`src/rtl/risc_v_mike_pkg.sv`:
```
// Shared types and defaults for the risc_v_mike instruction fetch path.
package risc_v_mike_pkg;

  typedef logic [31:0] t_pc_addr;

  localparam t_pc_addr RESET_PC_DEFAULT = 32'h0040_0000;

  typedef enum logic [1:0] {
    IDLE  = 2'd0,
    RUN   = 2'd1,
    FLUSH = 2'd2
  } t_fetch_state;

endpackage

```
`src/rtl/risc_v_mike_sync_fifo.sv`:
```
// Single-clock FIFO with synchronous flush; simultaneous push/pop allowed at any occupancy.
module risc_v_mike_sync_fifo #(
  parameter int WIDTH = 64,
  parameter int DEPTH = 4
) (
  input  logic                   clk,
  input  logic                   rst,
  input  logic                   flush,
  input  logic                   push,
  input  logic [WIDTH-1:0]       wdata,
  input  logic                   pop,
  output logic [WIDTH-1:0]       rdata,
  output logic                   empty,
  output logic                   full,
  output logic [$clog2(DEPTH):0] count
);

  localparam int AW = $clog2(DEPTH);

  logic [AW:0]      wr_ptr_q, wr_ptr_d;
  logic [AW:0]      rd_ptr_q, rd_ptr_d;
  logic [WIDTH-1:0] mem_q [DEPTH];
  logic             do_push, do_pop;

  // Pointers carry one extra wrap bit so full and empty are distinguishable.
  always_comb begin
    count    = wr_ptr_q - rd_ptr_q;
    empty    = (count == '0);
    full     = (count == (AW+1)'(DEPTH));
    do_pop   = pop & ~empty;
    do_push  = push & (~full | do_pop);
    rdata    = mem_q[rd_ptr_q[AW-1:0]];
    wr_ptr_d = wr_ptr_q;
    rd_ptr_d = rd_ptr_q;
    if (flush) begin
      wr_ptr_d = '0;
      rd_ptr_d = '0;
    end else begin
      if (do_push) wr_ptr_d = wr_ptr_q + 1'b1;
      if (do_pop)  rd_ptr_d = rd_ptr_q + 1'b1;
    end
  end

  always_ff @(posedge clk or posedge rst) begin
    if (rst) begin
      wr_ptr_q <= '0;
      rd_ptr_q <= '0;
    end else begin
      wr_ptr_q <= wr_ptr_d;
      rd_ptr_q <= rd_ptr_d;
    end
  end

  always_ff @(posedge clk) begin
    if (do_push && !flush) mem_q[wr_ptr_q[AW-1:0]] <= wdata;
  end

endmodule

```
`src/rtl/risc_v_mike_fetch_unit.sv`:
```
// Instruction fetch unit: credit-limited request stream, in-order response buffer, redirect flush.
module risc_v_mike_fetch_unit
  import risc_v_mike_pkg::*;
#(
  parameter int                ADDR_W     = 32,
  parameter int                INSTR_W    = 32,
  parameter int                FIFO_DEPTH = 4,
  parameter logic [ADDR_W-1:0] RESET_PC   = ADDR_W'(RESET_PC_DEFAULT)
) (
  input  logic                          clk,
  input  logic                          rst,
  input  logic                          redirect_val,
  input  logic [ADDR_W-1:0]             redirect_pc,
  output logic                          imem_req_val,
  output logic [ADDR_W-1:0]             imem_req_addr,
  input  logic                          imem_req_rdy,
  input  logic                          imem_rsp_val,
  input  logic [INSTR_W-1:0]            imem_rsp_data,
  output logic                          fetch_val,
  output logic [INSTR_W-1:0]            fetch_instr,
  output logic [ADDR_W-1:0]             fetch_pc,
  input  logic                          fetch_rdy,
  output logic [$clog2(FIFO_DEPTH):0]   fetch_count
);

  localparam int CNT_W   = $clog2(FIFO_DEPTH) + 1;
  localparam int ENTRY_W = ADDR_W + INSTR_W;

  t_fetch_state      state_q, state_d;
  logic [ADDR_W-1:0] fetch_addr_q, fetch_addr_d;
  logic [ADDR_W-1:0] rsp_pc_q, rsp_pc_d;
  logic [CNT_W-1:0]  outstanding_q, outstanding_d;
  logic [CNT_W-1:0]  drop_cnt_q, drop_cnt_d;

  logic               req_val, req_fire, rsp_fire, rsp_keep, fifo_pop;
  logic [ADDR_W-1:0]  redirect_aligned;
  logic [ENTRY_W-1:0] fifo_rdata;
  logic               fifo_empty;
  logic               fifo_full_unused;
  logic [CNT_W-1:0]   fifo_count;
  logic               unused_redirect_lsbs;

  assign unused_redirect_lsbs = ^redirect_pc[1:0];
  assign redirect_aligned     = {redirect_pc[ADDR_W-1:2], 2'b00};

  always_comb begin
    // Credit: every in-flight response already owns a buffer slot.
    req_val  = (state_q != IDLE) && !redirect_val &&
               (({1'b0, outstanding_q} + {1'b0, fifo_count}) < (CNT_W+1)'(FIFO_DEPTH));
    req_fire = req_val & imem_req_rdy;
    rsp_fire = imem_rsp_val && (outstanding_q != '0);
    rsp_keep = rsp_fire && (drop_cnt_q == '0) && !redirect_val;
    fifo_pop = fetch_val & fetch_rdy & !redirect_val;

    state_d       = state_q;
    fetch_addr_d  = fetch_addr_q;
    rsp_pc_d      = rsp_pc_q;
    drop_cnt_d    = drop_cnt_q;
    outstanding_d = outstanding_q + CNT_W'(req_fire) - CNT_W'(rsp_fire);

    if (redirect_val) begin
      fetch_addr_d = redirect_aligned;
      rsp_pc_d     = redirect_aligned;
      drop_cnt_d   = outstanding_q - CNT_W'(rsp_fire);
      state_d      = (drop_cnt_d != '0) ? FLUSH : RUN;
    end else begin
      if (req_fire) fetch_addr_d = fetch_addr_q + ADDR_W'(4);
      if (rsp_keep) rsp_pc_d     = rsp_pc_q + ADDR_W'(4);
      if (rsp_fire && (drop_cnt_q != '0)) drop_cnt_d = drop_cnt_q - 1'b1;
      case (state_q)
        IDLE:    state_d = RUN;
        FLUSH:   if (drop_cnt_d == '0) state_d = RUN;
        default: state_d = state_q;
      endcase
    end
  end

  always_ff @(posedge clk or posedge rst) begin
    if (rst) begin
      state_q       <= IDLE;
      fetch_addr_q  <= RESET_PC;
      rsp_pc_q      <= RESET_PC;
      outstanding_q <= '0;
      drop_cnt_q    <= '0;
    end else begin
      state_q       <= state_d;
      fetch_addr_q  <= fetch_addr_d;
      rsp_pc_q      <= rsp_pc_d;
      outstanding_q <= outstanding_d;
      drop_cnt_q    <= drop_cnt_d;
    end
  end

  risc_v_mike_sync_fifo #(
    .WIDTH (ENTRY_W),
    .DEPTH (FIFO_DEPTH)
  ) u_buf (
    .clk   (clk),
    .rst   (rst),
    .flush (redirect_val),
    .push  (rsp_keep),
    .wdata ({rsp_pc_q, imem_rsp_data}),
    .pop   (fifo_pop),
    .rdata (fifo_rdata),
    .empty (fifo_empty),
    .full  (fifo_full_unused),
    .count (fifo_count)
  );

  // Head fields are forced to zero when empty so stale storage never leaks out.
  always_comb begin
    imem_req_val  = req_val;
    imem_req_addr = fetch_addr_q;
    fetch_val     = ~fifo_empty;
    fetch_instr   = fetch_val ? fifo_rdata[INSTR_W-1:0] : '0;
    fetch_pc      = fetch_val ? fifo_rdata[ENTRY_W-1:INSTR_W] : '0;
    fetch_count   = fifo_count;
  end

endmodule

```
`config.mk`:
```
export PLATFORM = sky130hd
export DESIGN_NAME = risc_v_mike_fetch_unit
export DESIGN_NICKNAME = d
export VERILOG_FILES = /design/src/rtl/risc_v_mike_pkg.sv /design/src/rtl/risc_v_mike_sync_fifo.sv /design/src/rtl/risc_v_mike_fetch_unit.sv
export SDC_FILE = /design/constraint.sdc
export NUM_CORES = 1
export LEC_CHECK = 0
export CORE_ASPECT_RATIO = 0.5
export CORE_UTILIZATION = 60
export CTS_BUF_LIST = sky130_fd_sc_hd__clkbuf_2
export CTS_CLUSTER_SIZE = 14
export DETAILED_ROUTE_END_ITERATION = 10
export DONT_BUFFER_PORTS = 1
export PLACE_DENSITY = 0.85
export SLEW_MARGIN = 0
export SYNTH_ARGS = -nofsm -noshare
export SYNTH_HDL_FRONTEND = slang
export SYNTH_SLANG_ARGS = --single-unit
```
`constraint.sdc`:
```
create_clock -name clk -period 4.2 [get_ports clk]
set_clock_uncertainty 0.15 [all_clocks]
set_input_delay 0 -clock clk [delete_from_list [all_inputs] [get_ports clk]]
set_output_delay 0 -clock clk [all_outputs]
set_load 0.01 [all_outputs]
```
==> summary.txt, run 1 <==
Route
  – Via Count: 8482
  – WL final: 31200 um
  – DRT antenna net count: 0
  – Pre-antenna DRT Iters: 8
  – Remaining DRCs: 0
  – Wirelength per Cell: 22.2 um
  – Drt via density: 6.05
  – DRT iter0 DRCs: 719

Die
  – Row count: 38
  – Die Span Y: 109 um
  – Starting density of the core: 0.622
  – Core box area: 22000 um^2
  – Die area: 23500 um^2
  – Die width: 216 um
  – Io pins: 171

Global routing
  – M3 GR Usage: 0.0711
  – Global-route wire length before repair: 47900 um
  – Initial antenna violation count: 1
  – Global Route Usage Sum: 0.271
  – Largest net degree at the start of global routing: 66
  – Vias in the first global route: 8685
  – GR Layer Usage met1: 0.371
  – GRT busiest layer: met2
  – Met2 Resource Use GR: 0.440
  – Overflow after GRT: 0

STA
  – Slew Viols, Final: 0
  – Final setup margin: 0.161 ns
  – Hold Fails Final Rpt: 0
  – Fin crit share: 0.962
  – Final setup vio count: 0
  – Setup TNS: 0 ns
  – Tmin final: 4.04 ns
  – Worst hold slack: 0.102 ns
  – RSZ-0062 raised after global routing: false
  – Slew @ Worst Pin: 1.14 ns
  – Fmax: 248 MHz
  – Worst slew margin: 0.233

Synth
  – Ys Warns: 0
  – Syn avg cell area: 15.9 um^2
  – Post-synth ARST share: 0.230
  – Yosys reg bits: 322
  – Post-synth EDFFs: 248
  – Library cells used by synthesis: 56
  – Cell area after synthesis: 13700 um^2
  – Leading area contributor after synthesis: edfxtp_1
  – Syn Inst Count: 863
  – Synth area leaders: edfxtp_1 (54%), dfrtp_1 (13%), mux4_2 (10%), and2_1 (3.1%), xor2_1 (1.5%)
  – Post-synth top flop: edfxtp_1
  – Register area share after synthesis: 0.679
  – Top-area cell type share of the netlist area: 0.544

Worst setup path
  – Worst EP required: 4.75 ns
  – R2R Path Start: u_buf.wr_ptr_q[0]
  – R2R Setup Slk: 0.16 ns
  – Setup CP Type: flop to flop
  – Worst Path Max Fanout: 4
  – Critical path capture point type: flop
  – Element type at the critical path start: flop
  – Critical R2R Capture: imem_req_addr[27]
  – CP arrival: 4.59 ns
  – Path depth of the worst reg2reg path: 13

Pwr
  – Leakage Power: 5.67 nW
  – Power Density: 511 nW/um^2
  – Max IR drop VDD: 0.518 mV

Cells and area
  – Filler instances: 1288
  – Most common cell after layout, fill and taps aside: edfxtp_1
  – Area of the multi-input gates: 4160 um^2
  – Reg area: 9310 um^2
  – Finished Cell Area: 16200 um^2
  – Most frequent cells in the layout: edfxtp_1 (248), dlygate4sd3_1 (146), clkbuf_2 (96)
  – Nets@finish: 1146
  – Area growth syn-to-layout: 18.5%
  – Share of cells above drive strength 1: 0.198

Clock tree
  – Clock Sink Count: 322
  – CTS Buffer Depth: 3
  – Root Driver: clkbuf_2
  – H-tree depth: 3
  – Worst skew pair latency: 0.85 ns
  – Reg clk slew, reported paths: 0.15 ns
  – CTS Buf Count: 69
  – CTS tree: built

Place
  – RePlAce Congestion: 0.837
  – Pre-CTS setup slack: 0.335 ns
  – DPL Wire Length: 17000 um
  – Quantity of I/O buffers inserted on ports: 0
  – Post-DP Area: 14100 um^2

Run status
  – Outcome: finished clean

Hold path
  – Worst min path class: primary input to asynchronous set/reset pin

Job
  – Maximum capacitance violations: 0
registers in the layout, indices dropped and copies added, names as in the netlist:
register / cells
u_buf.mem_q: 248
imem_req_addr: 30
rsp_pc_q: 30
drop_cnt_q: 3
outstanding_q: 3
u_buf.rd_ptr_q: 3
u_buf.wr_ptr_q: 3
state_q: 2
metal layers:
metal	up-vias	part of all wire
met5	-	0
met4	0	0.018
met3	71	0.081
met2	447	0.48
met1	4242	0.42
li1	3722	-
how the worst max path moves through the flow:
stage	from	to	slack, ns	cells past startpoint
floorplan	u_buf.rd_ptr_q[1]	outstanding_q[2]	0.04	15
global placement	u_buf.wr_ptr_q[0]	outstanding_q[2]	0.46	14
detailed placement	u_buf.wr_ptr_q[0]	outstanding_q[2]	0.34	14
CTS	u_buf.wr_ptr_q[0]	imem_req_addr[27]	0.16	13
global route	u_buf.wr_ptr_q[0]	imem_req_addr[27]	0.05	13
finish	u_buf.wr_ptr_q[0]	imem_req_addr[27]	0.16	13
synthesized netlist by cell type, types with 5 or more instances:
library cell    n
nand2b_1        5
xnor2_1        21
dfrtp_1        72
mux2_2         14
and2_1         68
a31oi_1         7
buf_1           5
o21ai_0        32
inv_1          17
clkbuf_1       30
buf_2           5
xor2_1         24
edfxtp_1      248
nand2_1        52
and3_1          6
nor2_1         31
ha_1           16
nor3_1          6
a21oi_1         8
nand3_1        37
nor4_1         10
nand4_1        27
mux4_2         62
o211ai_1        5
metrics by stage:
stage               std cells  utilization  power, W
global placement         1138        0.639   0.00612
CTS                      1399        0.736   0.00829
finish                   1401        0.737   0.00829
global route             1401        0.737   0.00872
detailed placement       1138        0.639   0.00621
floorplan                 866            -   0.00567
where the power goes:
part	total (W)	internal [W]	switching, W
combinational	0.00245	0.00101	0.00144
sequential	0.00388	0.00364	0.000242
clock	0.00197	0.000791	0.00118
total	0.00829	0.00544	0.00286
critical path, stage by stage, from the launching register on:
cell and delay [ns]:
dfrtp_1 0.44, inv_1 0.14, ha_1 0.18, inv_1 0.05
fa_1 0.37, xnor3_2 0.31, ha_1 0.21, or4_4 0.57
nor4b_4 0.33, buf_6 0.15, nand3_1 0.10, nand3_1 0.18
o211ai_1 0.16, dlygate4sd3_1 0.59
area by class of cell:
type | instances | share of cell area
multi-input cells | 481 | 0.257
clock inverters | 17 | 0.00925
diodes | 1 | 0.000154
flip-flops and latches | 322 | 0.574
inverters | 19 | 0.00440
repair buffers | 165 | 0.103
clock buffers | 96 | 0.0296
well taps | 300 | 0.0231
cells by family (layout without fill, tap and decap cells):
logic type | Yosys count | in the layout | share of synthesized area
buf+inv | 63 | 297 | 0.0188
flops | 322 | 322 | 0.679
compound gates | 76 | 76 | 0.0352
other cells | 1 | 5 | 0.000274
simple gates | 257 | 257 | 0.102
xor+xnor | 46 | 46 | 0.0304
fa+ha+maj | 18 | 18 | 0.0175
mux | 80 | 80 | 0.116
what timing repair did:
action	in CTS	in global routing
hold buffers	148	0
endpoints found under the setup margin	0	2
buffers inserted	0	1
resized for setup	0	2
hold endpoints to repair	523	0
(Power assumes the default switching activity.)
==> run 2, diff against run 1 <==
--- a/config.mk
+++ b/config.mk
@@ -8,10 +8,12 @@
 export CORE_ASPECT_RATIO = 0.5
 export CORE_UTILIZATION = 60
 export CTS_BUF_LIST = sky130_fd_sc_hd__clkbuf_2
+export CTS_CLUSTER_DIAMETER = 60
 export CTS_CLUSTER_SIZE = 14
 export DETAILED_ROUTE_END_ITERATION = 10
 export DONT_BUFFER_PORTS = 1
 export PLACE_DENSITY = 0.85
+export REMOVE_ABC_BUFFERS = 1
 export SLEW_MARGIN = 0
 export SYNTH_ARGS = -nofsm -noshare
 export SYNTH_HDL_FRONTEND = slang
==> constraint.sdc (replaced) <==
create_clock -name clk -period 3.6 [get_ports clk]
set_clock_uncertainty 0.15 [all_clocks]
set_input_delay 0 -clock clk [delete_from_list [all_inputs] [get_ports clk]]
set_output_delay 0 -clock clk [all_outputs]
set_load 0.01 [all_outputs]
==> run 2 against run 1 <==
  * Non-clock buffer count up 16
  * Power up 9.3%
  * Routed wire length up 0.58%
  * Maximum frequency up 13%
  * Global-route usage down 0.25 points
  * Setup slack worse by 0.13 ns
  * Register-to-register slack worse by 0.13 ns
==> summary.txt, run 2 (synthesis results as in run 1) <==
Run status
  – Outcome: finished clean

Cells and area
  – Filler instances: 1298
  – Most frequent cells in the layout: edfxtp_1 (248), dlygate4sd3_1 (140), dfrtp_1 (70)
  – Reg area: 9310 um^2
  – Max FFs per register: 248
  – Area growth syn-to-layout: 17.5%
  – Final core utilization: 0.730
  – Post-Layout Cell Count: 1352
  – Nets@finish: 1119
  – Share of cells above drive strength 1: 0.187
  – Most common cell after layout, fill and taps aside: edfxtp_1
  – Area of the multi-input gates: 4240 um^2

STA
  – Hold Fails Final Rpt: 0
  – Final setup margin: 0.0273 ns
  – Worst slew margin: 0.290
  – Slew Viols, Final: 0
  – Tmin final: 3.57 ns
  – Slew @ Worst Pin: 1.05 ns
  – Fmax: 280 MHz
  – Final setup vio count: 0
  – Setup TNS: 0 ns
  – RSZ-0062 raised after global routing: true
  – Fin crit share: 0.992

Global routing
  – Initial antenna violation count: 0
  – Global-route wire length before repair: 47800 um
  – Global Route Usage Sum: 0.269
  – Overflow after GRT: 0
  – Vias in the first global route: 8652
  – Largest net degree at the start of global routing: 65

Place
  – Pre-CTS setup slack: -0.175 ns
  – Quantity of I/O buffers inserted on ports: 0
  – RePlAce Congestion: 0.861
  – DPL Wire Length: 18700 um
  – Inst Count DP: 1151

Die
  – Die area: 23500 um^2
  – Starting density of the core: 0.622
  – Row count: 38
  – Core box area: 22000 um^2
  – Die width: 216 um
  – Die Span Y: 109 um
  – Io pins: 171

Worst setup path
  – Critical path capture point type: flop
  – Crit-path max cell delay: 0.51 ns
  – CP arrival: 4.23 ns
  – Worst EP required: 4.26 ns
  – Critical path cell sequence: inv_2 > ha_4 > inv_2 > fa_2 > xnor3_2 > ha_4 > or4_4 > nor4b_4 > inv_2 > ha_4 > inv_2 > ha_4 > fa_2 > xnor2_1
  – CP max-delay cell: or4_4
  – Element type at the critical path start: flop
  – Setup CP Type: flop to flop
  – Worst Path Max Fanout: 2

Clock tree
  – CTS Buffer Depth: 3
  – H-tree depth: 1
  – CTS tree: built
  – Worst skew pair latency: 0.89 ns
  – Clock Sink Count: 322
  – Reg clk slew, reported paths: 0.28 ns
  – CTS Buf Count: 26
  – Root Driver: clkbuf_2

Route
  – Drt via density: 6.16
  – Wirelength per Cell: 23.2 um
  – DRT antenna net count: 0
  – Remaining DRCs: 0
  – Pre-antenna DRT Iters: 5
  – Via Count: 8324
  – DRT iter0 DRCs: 821
  – WL final: 31400 um

Pwr
  – Leakage Power: 5.52 nW
  – Power Density: 564 nW/um^2
  – Max IR drop VDD: 0.386 mV

Hold path
  – Worst min path class: primary input to flop

Job
  – Maximum capacitance violations: 0
run 2: cell count changes in the layout (fill, tap and decap cells not counted), sizes merged:
| cell | before | now |
|---|---|---|
| clkinv | 12 | 1 |
| bufinv | 3 | 0 |
| inv | 19 | 18 |
| clkbuf | 96 | 48 |
| buf | 19 | 41 |
| clkinvlp | 2 | 0 |
| dlygate4sd3 | 146 | 140 |
run 2: timing repair:
item	4_1_cts	5_1_grt
endpoints found under the setup margin	73	44
hold buffers	143	1
setup buffers	0	8
pin swaps	1	4
hold endpoints to repair	524	1
gates resized for setup	1	20
cloned	0	1
run 2: final cells by class:
type	instances	area share
inverter	19	0.00444
multi-input combinational	481	0.264
antenna	1	0.000156
sequential	322	0.579
clock buffer	48	0.0149
tap	300	0.0233
timing repair buffer	181	0.115
run 2: final timing paths:
| kind | start | to | slack (ns) | depth (start not counted) |
|---|---|---|---|---|
| max | u_buf.wr_ptr_q[0] | outstanding_q[2] | 0.03 | 14 |
| min | redirect_pc[11] | imem_req_addr[11] | 0.20 | 4 |
| max reg2reg | u_buf.wr_ptr_q[0] | outstanding_q[2] | 0.03 | 14 |
| min reg2reg | u_buf.wr_ptr_q[2] | u_buf.wr_ptr_q[2] | 0.44 | 2 |
| max in group asynchronous | rst | imem_req_addr[22] | 2.28 | 5 |
| min in group asynchronous | rst | rsp_pc_q[22] | 0.58 | 4 |
run 2: worst max-delay path, delay by kind of cell, from the launching register on:
| family | cells | cell delay (ns) |
|---|---|---|
| XOR/XNOR | 2 | 0.40 |
| adder cells (fa/ha/maj) | 6 | 1.45 |
| flip-flops | 1 | 0.46 |
| buffers and inverters | 4 | 0.22 |
| AND/OR/NAND/NOR | 2 | 0.81 |
run 2: power by group:
group          internal (W)  switching, W
sequential          0.00424      0.000291
clock              0.000334       0.00110
combinational       0.00131       0.00179
run 2: per-stage QoR:
stage                     total power [W]  hold slack, ns  cell area (um^2)
after detailed placement          0.00738         -0.0771             14200
after floorplan                   0.00658         -0.0837             13500
after global routing              0.00950           0.153             16100
final                             0.00906           0.196             16100
after global placement            0.00727         -0.0795             14200
after CTS                         0.00894           0.106             15900
run 2: routing by layer:
metal,vias up,global-route usage,part of all wire
met5,-,0,0
met1,4204,0.352,0.40
met2,390,0.460,0.50
met3,90,0.0477,0.071
met4,0,0.101,0.032
li1,3640,-,-
==> run 3, diff against run 2 <==
--- a/config.mk
+++ b/config.mk
@@ -12,7 +12,7 @@
 export CTS_CLUSTER_SIZE = 14
 export DETAILED_ROUTE_END_ITERATION = 10
 export DONT_BUFFER_PORTS = 1
-export PLACE_DENSITY = 0.85
+export PLACE_DENSITY = 0.79
 export REMOVE_ABC_BUFFERS = 1
 export SLEW_MARGIN = 0
 export SYNTH_ARGS = -nofsm -noshare
==> constraint.sdc (replaced) <==
create_clock -name clk -period 3.6 [get_ports clk]
set_clock_uncertainty 0.15 [all_clocks]
set_input_delay 0.18 -clock clk [delete_from_list [all_inputs] [get_ports clk]]
set_output_delay 0.18 -clock clk [all_outputs]
set_load 0.01 [all_outputs]
==> run 3 against run 2 <==
  * The run now ends with negative setup slack left
  * Die area is the same
  * Core utilization grew 0.98 points
  * Register-to-register slack lost 0.12 ns
  * Final cell count is essentially flat
  * Critical path type unchanged
  * Largest cell class unchanged
  * Largest power group unchanged
  * Highest routed layer unchanged
==> summary.txt, run 3 (synthesis results as in run 1) <==
Clock tree
  – CTS Buf Count: 26
  – CTS tree: built
  – Root Driver: clkbuf_2
  – Worst skew pair latency: 0.95 ns
  – Reg clk slew, reported paths: 0.28 ns
  – CTS Buffer Depth: 3
  – Clock Sink Count: 322
  – H-tree depth: 1

Worst setup path
  – Critical path capture point type: flop
  – R2R Setup Slk: -0.09 ns
  – Most used cell, CP: inv_2
  – CP max-delay cell: or4_4
  – CP arrival: 4.45 ns
  – Crit-path max cell delay: 0.54 ns
  – Critical path cell sequence: inv_2 > ha_4 > inv_2 > fa_2 > xnor3_1 > ha_1 > or4_4 > buf_4 > nor4b_4 > inv_2 > ha_1 > inv_1 > ha_2 > fa_2
  – Worst EP required: 4.37 ns
  – Crit path buf inv count: 5
  – Setup CP Type: flop to flop
  – Element type at the critical path start: flop
  – Delay-heaviest family, CP: adder cells
  – Worst Path Max Fanout: 2

STA
  – Final setup vio count: 18
  – Hold Fails Final Rpt: 0
  – Final setup margin: -0.0884 ns
  – Slew @ Worst Pin: 0.986 ns
  – Setup TNS: -0.502 ns
  – Tmin final: 3.69 ns
  – Fmax: 271 MHz
  – Worst slew margin: 0.343
  – Fin crit share: 1.02
  – Slew Viols, Final: 0
  – RSZ-0062 raised after global routing: true

Cells and area
  – Share of cells above drive strength 1: 0.239
  – Most common cell after layout, fill and taps aside: edfxtp_1
  – Area growth syn-to-layout: 19.0%
  – Most frequent cells in the layout: edfxtp_1 (248), dlygate4sd3_1 (141), dfrtp_1 (70)
  – Max FFs per register: 248
  – Post-Layout Cell Count: 1351
  – Nets@finish: 1118

Run status
  – Failing checks: negative setup slack
  – Outcome: complete, but fails checks

Global routing
  – Vias in the first global route: 8643
  – Overflow after GRT: 0
  – Global-route wire length before repair: 49500 um
  – Largest net degree at the start of global routing: 65
  – Initial antenna violation count: 1
  – Global Route Usage Sum: 0.284

Hold path
  – Worst min path class: primary input to flop

Pwr
  – Flop pwr share: 0.444
  – Max IR drop VDD: 0.630 mV
  – P_int: 0.00667 W
  – P_sw: 0.00355 W
  – Leakage Power: 5.65 nW
  – Switching Fraction: 0.347
  – Gate power share: 0.405
  – Power Density: 628 nW/um^2
  – Clock share of power: 0.152

Place
  – DPL Wire Length: 18000 um
  – Quantity of I/O buffers inserted on ports: 0
  – Inst Count DP: 1148
  – RePlAce Congestion: 0.823

Die
  – Row count: 38
  – Starting density of the core: 0.622
  – Core box area: 22000 um^2
  – Die area: 23500 um^2
  – Die Span Y: 109 um
  – Die width: 216 um
  – Io pins: 171

Route
  – Pre-antenna DRT Iters: 5
  – Remaining DRCs: 0
  – Wirelength per Cell: 24.2 um
  – WL final: 32700 um
  – Via Count: 8346
  – DRT iter0 DRCs: 861
  – DRT antenna net count: 0
  – Drt via density: 6.18

Job
  – Maximum capacitance violations: 0
## run 3: changes by cell type in the layout (fill, tap and decap cells not counted), moves of 3 or more
cell    previous run  this run
and2_4             4        61
buf_4             27        20
and2_2             0         3
and2_1            64         4
ha_4               4         1
## run 3: worst min-delay path: cells and delay by family
family / cells / cell delay (ns)
simple gates: 3 / 0.22
compound gates: 1 / 0.15
buf+inv: 1 / 0.61
## run 3: area by class of cell
class	instances	area, um^2
Sequential cell	322	9310
Fill cell	1332	5720
Multi-Input combinational cell	481	4350
Timing Repair Buffer	180	1930
Tap cell	300	375
Clock buffer	47	235
Inverter	19	71.3
Clock inverter	1	30.0
Antenna cell	1	2.50
## run 3: routing by layer
| layer | share of wire | up-vias | track usage | wire length (um) |
|---|---|---|---|---|
| met5 | 0 | - | 0 | 0 |
| met4 | 0.021 | 0 | 0.0800 | 700 |
| met3 | 0.081 | 61 | 0.0658 | 2650 |
| met2 | 0.50 | 388 | 0.473 | 16200 |
| met1 | 0.40 | 4270 | 0.381 | 13200 |
| li1 | - | 3627 | - | - |
## run 3: worst paths after layout
path,cells past startpoint,endpoint,from
max,14,outstanding_q[1],u_buf.wr_ptr_q[0]
max reg2reg,14,outstanding_q[1],u_buf.wr_ptr_q[0]
min reg2reg,2,state_q[1],state_q[1]
max in group asynchronous,4,rsp_pc_q[12],rst
min,5,imem_req_addr[30],imem_req_rdy
min in group asynchronous,3,imem_req_addr[22],rst
## run 3: per-stage QoR
step	total power, W	hold WS, ns	util	setup WS, ns	area (um^2)
floorplan	0.00658	0.0963	-	-3.12	13500
global route	0.0107	0.0161	0.740	-0.192	16300
CTS	0.0100	0.000881	0.738	-0.0744	16200
detailed placement	0.00733	0.107	0.644	-0.189	14200
global placement	0.00723	0.108	0.644	-0.0448	14200
finish	0.0102	0.0715	0.740	-0.0884	16300
## run 3: power groups by stage
| stage | sequential, W | clock [W] | combinational [W] |
|---|---|---|---|
| 2_1_floorplan | 0.00467 | 0 | 0.00191 |
| 3_3_place_gp | 0.00458 | 0 | 0.00265 |
| 3_5_place_dp | 0.00460 | 0 | 0.00273 |
| 4_1_cts | 0.00452 | 0.00157 | 0.00395 |
| 5_1_grt | 0.00456 | 0.00170 | 0.00440 |
| 6_report | 0.00454 | 0.00155 | 0.00414 |
## run 3: repair_timing
item / 4_1_cts / 5_1_grt
gates resized for setup: 67 / 22
endpoints found under the hold margin: 524 / 1
hold buffers: 143 / 1
cloned: 2 / 1
pin swaps: 4 / 3
endpoints found under the setup margin: 75 / 76
buffers inserted: 9 / 0
